File: src/rtl/uart_tx_cfg.sv
// uart_tx_cfg: parametrised LSB-first UART transmitter with gap-free back-to-back frames.
// Optional parity bit when the UART_TX_PARITY_EN macro is defined.
module uart_tx_cfg #(
  parameter int unsigned DATA_BITS  = 8,
  parameter int unsigned BAUD_DIV   = 2604,
  parameter int unsigned STOP_BITS  = 1,
  parameter bit          PARITY_ODD = 1'b0
) (
  input  logic                 clk,
  input  logic                 rst,
  input  logic                 strt_tx,
  input  logic [DATA_BITS-1:0] tx_data,
  output logic                 tx,
  output logic                 busy,
  output logic                 tx_done
);

  localparam int unsigned CW = $clog2(BAUD_DIV);
  localparam int unsigned IW = $clog2(DATA_BITS + 1);
  localparam logic [CW-1:0] CNT_LAST  = CW'(BAUD_DIV - 1);
  localparam logic [IW-1:0] DATA_LAST = IW'(DATA_BITS - 1);
  localparam logic [IW-1:0] STOP_LAST = IW'(STOP_BITS - 1);

  // Out-of-range configurations are flagged by this marker scope.
  if (DATA_BITS < 5 || DATA_BITS > 9 || BAUD_DIV < 2 ||
      (STOP_BITS != 1 && STOP_BITS != 2) ||
      PARITY_ODD > 1'b1) begin : g_illegal_cfg
  end

`ifdef UART_TX_PARITY_EN
  typedef enum logic [2:0] {
    IDLE, START, DATA, PAR, STOP
  } state_e;
`else
  typedef enum logic [2:0] {
    IDLE, START, DATA, STOP
  } state_e;
`endif

  state_e               state_q, state_d;
  logic [CW-1:0]        cnt_q, cnt_d;
  logic [IW-1:0]        idx_q, idx_d;
  logic [DATA_BITS-1:0] sh_q, sh_d;
  logic                 tx_q, tx_d;
`ifdef UART_TX_PARITY_EN
  logic                 par_q, par_d;
`endif

  logic bit_end;
  logic frame_end;
  logic accept;

  assign bit_end   = (cnt_q == CNT_LAST);
  assign frame_end = (state_q == STOP) && bit_end &&
                     (idx_q == STOP_LAST);
  // A request in the final stop clock chains the next frame.
  assign accept    = strt_tx &&
                     ((state_q == IDLE) || frame_end);

  assign tx      = tx_q;
  assign busy    = (state_q != IDLE);
  assign tx_done = frame_end;

  always_comb begin
    state_d = state_q;
    cnt_d   = bit_end ? '0 : cnt_q + 1'b1;
    idx_d   = idx_q;
    sh_d    = sh_q;
    tx_d    = tx_q;
`ifdef UART_TX_PARITY_EN
    par_d   = par_q;
`endif
    unique case (state_q)
      IDLE: begin
        cnt_d = '0;
        tx_d  = 1'b1;
      end
      START: begin
        if (bit_end) begin
          state_d = DATA;
          idx_d   = '0;
          tx_d    = sh_q[0];
        end
      end
      DATA: begin
        if (bit_end) begin
          if (idx_q == DATA_LAST) begin
            idx_d   = '0;
`ifdef UART_TX_PARITY_EN
            state_d = PAR;
            tx_d    = par_q;
`else
            state_d = STOP;
            tx_d    = 1'b1;
`endif
          end else begin
            idx_d = idx_q + 1'b1;
            sh_d  = {1'b1, sh_q[DATA_BITS-1:1]};
            tx_d  = sh_q[1];
          end
        end
      end
`ifdef UART_TX_PARITY_EN
      PAR: begin
        if (bit_end) begin
          state_d = STOP;
          idx_d   = '0;
          tx_d    = 1'b1;
        end
      end
`endif
      STOP: begin
        if (bit_end) begin
          if (idx_q == STOP_LAST) begin
            state_d = IDLE;
            tx_d    = 1'b1;
          end else begin
            idx_d = idx_q + 1'b1;
          end
        end
      end
      default: begin
        state_d = IDLE;
        tx_d    = 1'b1;
      end
    endcase
    if (accept) begin
      state_d = START;
      cnt_d   = '0;
      idx_d   = '0;
      sh_d    = tx_data;
      tx_d    = 1'b0;
`ifdef UART_TX_PARITY_EN
      par_d   = (^tx_data) ^ PARITY_ODD;
`endif
    end
  end

  always_ff @(posedge clk or posedge rst) begin
    if (rst) begin
      state_q <= IDLE;
      cnt_q   <= '0;
      idx_q   <= '0;
      sh_q    <= '1;
      tx_q    <= 1'b1;
`ifdef UART_TX_PARITY_EN
      par_q   <= 1'b0;
`endif
    end else begin
      state_q <= state_d;
      cnt_q   <= cnt_d;
      idx_q   <= idx_d;
      sh_q    <= sh_d;
      tx_q    <= tx_d;
`ifdef UART_TX_PARITY_EN
      par_q   <= par_d;
`endif
    end
  end

endmodule

File: config.mk
export PLATFORM = sky130hd
export DESIGN_NAME = uart_tx_cfg
export DESIGN_NICKNAME = d
export VERILOG_FILES = /design/src/rtl/uart_tx_cfg.sv
export SDC_FILE = /design/constraint.sdc
export NUM_CORES = 1
export LEC_CHECK = 0
export BUFFER_PORTS_ARGS = -buffer_cell sky130_fd_sc_hd__buf_2
export CAP_MARGIN = 20
export CORE_MARGIN = 5
export CORE_UTILIZATION = 30
export DETAILED_ROUTE_END_ITERATION = 10
export PLACE_DENSITY_LB_ADDON = 0.05
export SYNTH_ARGS = -nofsm -noshare
export SYNTH_HDL_FRONTEND = slang
export SYNTH_SLANG_ARGS = --single-unit
File: constraint.sdc
create_clock -name clk -period 5.76 [get_ports clk]
set_input_delay 0.864 -clock clk [delete_from_list [all_inputs] [get_ports clk]]
set_output_delay 0.864 -clock clk [all_outputs]
set_load 0.01 [all_outputs]
Word-level counts from Yosys, hierarchy flattened
Index checks and enable logic that the tools add are counted.

Register bits after elaboration: 28. Logic and storage cells: 62. Output and inout port bits: 3. Input bits: 11.

Muxes and demuxes: 28. $add $sub $neg: 2. Reduce and logical (&&, ||, !) cells: 14. Equal/unequal tests: 13.

Operators by type and width (count): two-way mux 12 bit (3); two-way mux 8 bit (4); two-way mux 4 bit (6); two-way mux 3 bit (6); inequality test 3 bit (second input constant) (5); adder 12 x 1 -> 12 bit (second input constant) (1); equality test 12 bit (second input constant) (1); one-hot mux 3 bit (4 select lines) (1); one-hot mux 4 bit (3 select lines) (1); equality test 3 x 2 -> 1 bit (second input constant) (2); two-way mux 1 bit (6); AND reduction 6 bit (1); AND reduction 5 bit (1); adder 4 x 1 -> 4 bit (second input constant) (1); equality test 4 x 3 -> 1 bit (second input constant) (1); zero test 4 bit (1); inequality test 2 bit (second input constant) (2); AND reduction 4 bit (1); nonzero test 2 bit (2); nonzero test 4 bit (1); equality test 3 x 1 -> 1 bit (second input constant) (1); logical AND 1 bit (3); zero test 3 bit (1); inequality test 3 x 2 -> 1 bit (second input constant) (1); other kinds (4) (4).

Depth between registers and ports, before layout
Gate-level depths: netlist of run 1.

Depth in word-level cells: 7. Depth in mapped cells: 8. Gate-level depth less buffers: 7.

Least setup slack after synthesis of run 1
OpenSTA, ideal clock, no wires.

Kind: flip-flop to output port. Start: reg cnt_q[4]. End: out tx_done. Arrival: 1497 ps. Buffers on the path: 0. Stages on the path, launching flop included: 4. Slack: 3399 ps. Data required time: 4896 ps. Cell sequence: dfrtp_1 or4b_4 nor3_4 and3_1.

Word-level cells in the longest chain between the ends: 3.

Ends and longest elaborated chain: start, declared (RTL line 41) `logic [CW-1:0] cnt_q, cnt_d;`; start signal, assigned (RTL line 151) `cnt_q <= cnt_d;`; equality test 12 bit (RTL line 53) `assign bit_end = (cnt_q == CNT_LAST);`; logical AND 1 bit (2 in series) (RTL line 54) `assign frame_end = (state_q == STOP) && bit_end &&`; end, declared (RTL line 15) `output logic tx_done`.

No other way between the ends.

Worst setup path in the final report of run 1
Same ends and word-level chain as after synthesis.

==> reports/qor.csv, run 1 <==
stage,metric,value,unit
outcome,status,"complete, no violations",
detailed_routing,Wirelength per Cell,12.5,um
critical_path,CP required,4.90,ns
critical_path,worst-path cell chain,"or4b_4, nor3_4, and3_1, buf_2",
floorplanning,die height,81.6,um
critical_path,critical path's slowest cell,or4b_4,
critical_path,max incr delay on CP,0.59,ns
critical_path,Worst R2R Start,cnt_q[4]$_DFF_PP0_,
floorplanning,die width,81.6,um
yosys,Avg Synthesized Cell Area,9.98,sq um
floorplanning,Initial Utilization,30.5,%
power_and_ir_drop,leakage dissipation,0.753,nW
grt,Tot GR Track Use,10.2,%
detailed_routing,drt total wl,2970,um
yosys,Post-Synth XOR/XNOR Area,5.70,%
floorplanning,die footprint,0.00665,sq mm
timing,final hold violation count,0,
timing,RSZ-0062 raised after global routing,false,
detailed_routing,WL met1,1450,um
detailed_routing,Detail Route Antenna Nets,0,
floorplanning,core outline area,0.00504,sq mm
final_layout,layout cells sized above 1,22.0,%
timing,Slew Limit Headroom,68.5,%
cts,"CTS clk-pin slew, worst paths",0.10,ns
detailed_routing,Initial DRC Count,50,
timing,setup_tns,0,ns
yosys,syn nets,172,
yosys,Post-Synth Adder-Cell Area,5.70,%
critical_path,crit path to,tx_done,
placed_design,Final Wtd Congestion,0.738,
yosys,Post-synth EDFFs,0,
detailed_routing,routed length on met2,1410,um
timing,maximum clock rate,352,MHz
detailed_routing,vias,1097,
yosys,Post-Syn Area,0.00154,sq mm
critical_path,WP data arrival,1.98,ns
detailed_routing,vias per inst,4.61,
yosys,synth unique cells,41,
yosys,Post-Synth Simple-Gate Area,22.7,%
grt,largest net degree at the start of global routing,28,
critical_path,crit path max fanout,9,
grt,total gr overflow,0,
final_layout,n_diodes,0,
cts,CTS root buffer,clkbuf_8,
grt,antenna violations before repair,0,
final_layout,most frequent cells in the layout,"21 x nor2_1, 18 x dfrtp_1, 13 x buf_2, 11 x nand2_1, 10 x mux2i_1",
min_path,Worst Hold Class,flip-flop to flip-flop,
detailed_routing,DRC,0,
cts,clock buffer count from CTS,3,
power_and_ir_drop,PD cells,397,mW/mm^2
cts,CTS tree,done,
timing,Least-Margin Pin Slew,0.472,ns
cts,Setup Buffers After CTS,0,
yosys,Cells after Synth,154,
critical_path,Reg-to-Reg End,sh_q[3]$_DFFE_PP1P_,
critical_path,"Worst Path Class, Setup",flip-flop to primary output,
yosys,Synth Flop Type,dfrtp_1,
timing,hold_ws,0.483,ns
final_layout,"commonest non-fill, non-tap cell in the layout",nor2_1,
power_and_ir_drop,worst vdd ir,0.148,mV
cts,level count of the clock H-tree,1,
yosys,multiplexer area fraction after synthesis,6.51,%
yosys,"Async S/R FF share, synth",100,%
critical_path,worst r2r path cells,5,
critical_path,CP Capture Type,primary output,
yosys,part of the Yosys area used for sequential elements,44.7,%
power_and_ir_drop,total power,682,uW
detailed_routing,metal3 WL,77,um
final_layout,nets@finish,187,
critical_path,"Buf+Inv Stages, Crit Path",1,
placed_design,IO buf count,13,
detailed_routing,max layer used,met4,
final_layout,area grow syn2layout,11.9,%
yosys,Yosys warnings,0,
cts,CTS Hold Bufs,0,
grt,first-pass GRT wire length,5270,um
floorplanning,Rows,26,
grt,vias in the first global route,1101,
flow_run,max-cap violation count,0,
timing,final period utilization,49.4,%
critical_path,CP Launch Point,cnt_q[4]$_DFF_PP0_,
yosys,largest family of logic cells by synthesized area,simple AND/OR/NAND/NOR gates,
yosys,post-synthesis compound-gate area fraction,10.7,%
cts,worst-skew pair later-pin latency,0.27,ns
timing,max-slew violation count,0,
cts,post_cts resized,0,
detailed_routing,1st-pass router iterations,4,
yosys,Yosys reg bits,27,
critical_path,Critical Path Start Type,flip-flop,
timing,Tmin final,2.84,ns
cts,Sink Count,27,
timing,Setup Skew,0.00609,ns
critical_path,FF-to-FF setup slack,3.46,ns
floorplanning,I/O Pins,14,
critical_path,Critical Path Stages,4,
placed_design,post-DP HPWL,2280,um
critical_path,top cell family by delay on the critical path,simple AND/OR/NAND/NOR gates,
timing,final setup vio count,0,
cts,deepest clock path buffer count,2,
cells in the mapped netlist, types with 3 or more instances:
library cell,n,area [sq um]
buf_2,3,15.0
nand2b_1,3,18.8
xnor2_1,6,52.6
inv_1,9,33.8
mux2i_1,10,100
a21oi_1,4,20.0
o21ai_0,7,35.0
ha_1,7,87.6
nor2_1,21,78.8
and3_1,8,50.1
dfstp_2,9,236
xor2_1,4,35.0
nand2_1,11,41.3
dfrtp_1,18,450
registers in the layout (all words and copies together), names as in the netlist:
| name | count |
|---|---|
| idx_q | 4 |
| cnt_q | 12 |
| tx | 1 |
| sh_q | 8 |
| state_q | 2 |
how the worst min path moves through the flow:
stage                             startpoint                  to  slack (ns)  depth (start not counted)
final                     cnt_q[0]$_DFF_PP0_  cnt_q[0]$_DFF_PP0_        0.48                          1
after global routing      cnt_q[0]$_DFF_PP0_  cnt_q[0]$_DFF_PP0_        0.51                          1
after floorplan           cnt_q[0]$_DFF_PP0_  cnt_q[0]$_DFF_PP0_        0.45                          1
after global placement    cnt_q[0]$_DFF_PP0_  cnt_q[0]$_DFF_PP0_        0.46                          1
after CTS                 cnt_q[0]$_DFF_PP0_  cnt_q[0]$_DFF_PP0_        0.49                          1
after detailed placement  cnt_q[0]$_DFF_PP0_  cnt_q[0]$_DFF_PP0_        0.47                          1
final cells by class:
cell class	count	area (sq um)
fillers	519	3320
multi-input cells	114	790
flip-flops and latches	27	687
well taps	70	87.6
repair buffers	14	72.6
clock buffers	3	41.3
inverters	9	33.8
clock inverters	1	7.51
where the power goes:
part	total (mW)	internal [mW]	leakage (nW)	switching [mW]
combinational	0.274	0.117	0.392	0.157
sequential	0.298	0.262	0.339	0.0364
clock	0.110	0.0491	0.0217	0.0605
per-layer routing:
| layer | vias up | GRT usage [%] |
|---|---|---|
| li1 | 565 | - |
| met1 | 522 | 13.7 |
| met2 | 8 | 16.1 |
| met5 | - | 0 |
| met3 | 2 | 2.08 |
| met4 | 0 | 3.55 |
kinds of logic after synthesis:
kind of cell             after synthesis
multiplexers                          10
AND/OR/NAND/NOR                       63
XOR/XNOR                              10
AO/OA/AOI/OAI                         24
buffers and inverters                 13
flip-flops                            27
adder cells (fa/ha/maj)                7
worst reg2reg max path: cells and delay by family (launching register included):
kind               cells  cell delay [ns]
and+or+nand+nor        3             1.46
DFF                    1             0.43
AOI/OAI and AO/OA      1             0.10
muxes                  1             0.23
metrics by stage:
| stage | area (sq um) | util (%) | cells | worst slack (ns) |
|---|---|---|---|---|
| after floorplan | 1540 | - | 154 | 3.40 |
| after global placement | 1670 | 33.1 | 234 | 3.26 |
| after detailed placement | 1670 | 33.1 | 234 | 3.22 |
| after CTS | 1720 | 34.1 | 238 | 2.90 |
| after global routing | 1720 | 34.1 | 238 | 2.81 |
| final | 1720 | 34.1 | 238 | 2.92 |
(Power assumes the default switching activity.)
==> inputs of run 2 (changes only) <==
==> constraint.sdc (replaced) <==
create_clock -name clk -period 2.6 [get_ports clk]
set_input_delay 0.39 -clock clk [delete_from_list [all_inputs] [get_ports clk]]
set_output_delay 0.39 -clock clk [all_outputs]
set_load 0.01 [all_outputs]
==> run 2 against run 1 <==
Design area grew 0.87%. Sequential cell count is the same. Total power grew 120%. Utilization grew 0.30 points. Sequential power grew 120%. Critical path depth is the same. Non-clock buffer count grew 2. Critical endpoint unchanged. Largest cell class unchanged. Highest routed layer unchanged.
==> reports/qor.csv, run 2 (synthesis gave the netlist of run 1 again) <==
stage,metric,value,unit
detailed_routing,Wirelength per Cell,13.0,um
cts,deepest clock path buffer count,2,
cts,Sink Count,27,
timing,Tmin final,2.41,ns
final_layout,fillers,533,
detailed_routing,Initial DRC Count,62,
final_layout,Biggest register,cnt_q,
floorplanning,Rows,26,
detailed_routing,vias,1116,
detailed_routing,Detail Route Antenna Nets,0,
final_layout,most frequent cells in the layout,"21 x nor2_1, 18 x dfrtp_1, 13 x buf_2, 11 x nand2_1, 10 x mux2i_1",
critical_path,FF-to-FF setup slack,0.31,ns
timing,Slew Limit Headroom,41.8,%
critical_path,Worst R2R Start,cnt_q[4]$_DFF_PP0_,
grt,vias in the first global route,1083,
timing,maximum clock rate,416,MHz
floorplanning,core outline area,0.00504,sq mm
detailed_routing,DRC,0,
grt,Tot GR Track Use,10.3,%
critical_path,Reg-to-Reg End,sh_q[4]$_DFFE_PP1P_,
timing,Least-Margin Pin Slew,0.873,ns
cts,CTS tree,done,
final_layout,layout cells sized above 1,22.9,%
cts,Setup Buffers After CTS,0,
critical_path,Critical Path Stages,4,
cts,level count of the clock H-tree,1,
detailed_routing,vias per inst,4.65,
critical_path,top cell family by delay on the critical path,simple AND/OR/NAND/NOR gates,
min_path,Worst Hold Class,input pin to async pin,
floorplanning,die height,81.6,um
timing,max-slew violation count,0,
power_and_ir_drop,PD cells,883,mW/mm^2
critical_path,critical path's slowest cell,or4b_4,
grt,largest net degree at the start of global routing,24,
grt,antenna violations before repair,0,
critical_path,CP required,2.21,ns
critical_path,"Worst Path Class, Setup",flip-flop to primary output,
critical_path,CP Launch Point,cnt_q[4]$_DFF_PP0_,
cts,worst-skew pair later-pin latency,0.27,ns
timing,final period utilization,92.5,%
final_layout,biggest regs,"cnt_q x12, sh_q x8, idx_q x4",
cts,CTS Hold Bufs,0,
outcome,status,"complete, no violations",
final_layout,n_diodes,0,
grt,total gr overflow,0,
placed_design,Area after DPL,0.00169,sq mm
timing,setup_tns,0,ns
timing,final hold violation count,0,
floorplanning,I/O Pins,14,
flow_run,max-cap violation count,0,
critical_path,WP data arrival,2.02,ns
critical_path,crit path to,tx_done,
detailed_routing,drt total wl,3130,um
detailed_routing,1st-pass router iterations,4,
placed_design,Final Wtd Congestion,0.781,
cts,clock buffer count from CTS,3,
critical_path,CP Capture Type,primary output,
final_layout,area grow syn2layout,12.9,%
critical_path,crit path max fanout,9,
timing,final setup vio count,0,
final_layout,"commonest non-fill, non-tap cell in the layout",nor2_1,
floorplanning,die width,81.6,um
timing,RSZ-0062 raised after global routing,false,
cts,post_cts resized,0,
final_layout,nets@finish,189,
critical_path,Critical Path Start Type,flip-flop,
critical_path,worst r2r path cells,5,
cts,CTS root buffer,clkbuf_8,
grt,first-pass GRT wire length,5240,um
final_layout,max reg flops,12,
placed_design,IO buf count,13,
floorplanning,die footprint,0.00665,sq mm
power_and_ir_drop,leakage dissipation,0.763,nW
critical_path,"Buf+Inv Stages, Crit Path",1,
cts,"CTS clk-pin slew, worst paths",0.10,ns
final_layout,"Design Area, Final",0.00173,sq mm
timing,Setup Skew,0.00176,ns
power_and_ir_drop,worst vdd ir,0.246,mV
placed_design,post-DP HPWL,2340,um
floorplanning,Initial Utilization,30.5,%
critical_path,max incr delay on CP,0.59,ns
critical_path,worst-path cell chain,"or4b_4, nor3_4, and3_1, buf_2",
## run 2: where the power goes
group          internal [mW]  leakage, nW  switching (mW)
logic                  0.267        0.402           0.360
registers              0.580        0.339          0.0800
clock network          0.109       0.0217           0.136
total                  0.955        0.763           0.577
## run 2: routing by layer
| layer | track usage (%) | share of wire, % | vias to the layer above |
|---|---|---|---|
| li1 | - | - | 571 |
| met1 | 13.6 | 49 | 535 |
| met2 | 16.9 | 48 | 8 |
| met3 | 1.97 | 2.0 | 2 |
| met4 | 3.55 | 0.64 | 0 |
| met5 | 0 | 0 | - |
## run 2: how the worst min path moves through the flow
stage	from	endpoint	slack, ns	depth (start not counted)
6_report	rst	cnt_q[1]$_DFF_PP0_	0.28	2
3_3_place_gp	cnt_q[0]$_DFF_PP0_	cnt_q[0]$_DFF_PP0_	0.47	1
4_1_cts	tx_data[5]	sh_q[5]$_DFFE_PP1P_	0.29	3
3_5_place_dp	cnt_q[0]$_DFF_PP0_	cnt_q[0]$_DFF_PP0_	0.48	1
5_1_grt	tx_data[0]	sh_q[0]$_DFFE_PP1P_	0.29	3
2_1_floorplan	rst	cnt_q[0]$_DFF_PP0_	0.44	1
## run 2: area by class of cell
class	count	area (sq um)	area share [%]
Clock inverter	1	7.51	0.433
Timing Repair Buffer	16	87.6	5.05
Multi-Input combinational cell	114	790	45.5
Tap cell	70	87.6	5.05
Clock buffer	3	41.3	2.38
Inverter	9	33.8	1.95
Sequential cell	27	687	39.6
## run 2: metrics by stage
| step | util [%] | cells | worst slack [ns] | power, mW | hold slack (ns) |
|---|---|---|---|---|---|
| 2_1_floorplan | - | 154 | 0.611 | 1.14 | 0.436 |
| 3_3_place_gp | 33.4 | 236 | 0.384 | 1.29 | 0.471 |
| 3_5_place_dp | 33.4 | 236 | 0.321 | 1.30 | 0.478 |
| 4_1_cts | 34.4 | 240 | 0.191 | 1.56 | 0.288 |
| 5_1_grt | 34.4 | 240 | 0.116 | 1.67 | 0.295 |
| 6_report | 34.4 | 240 | 0.194 | 1.53 | 0.282 |
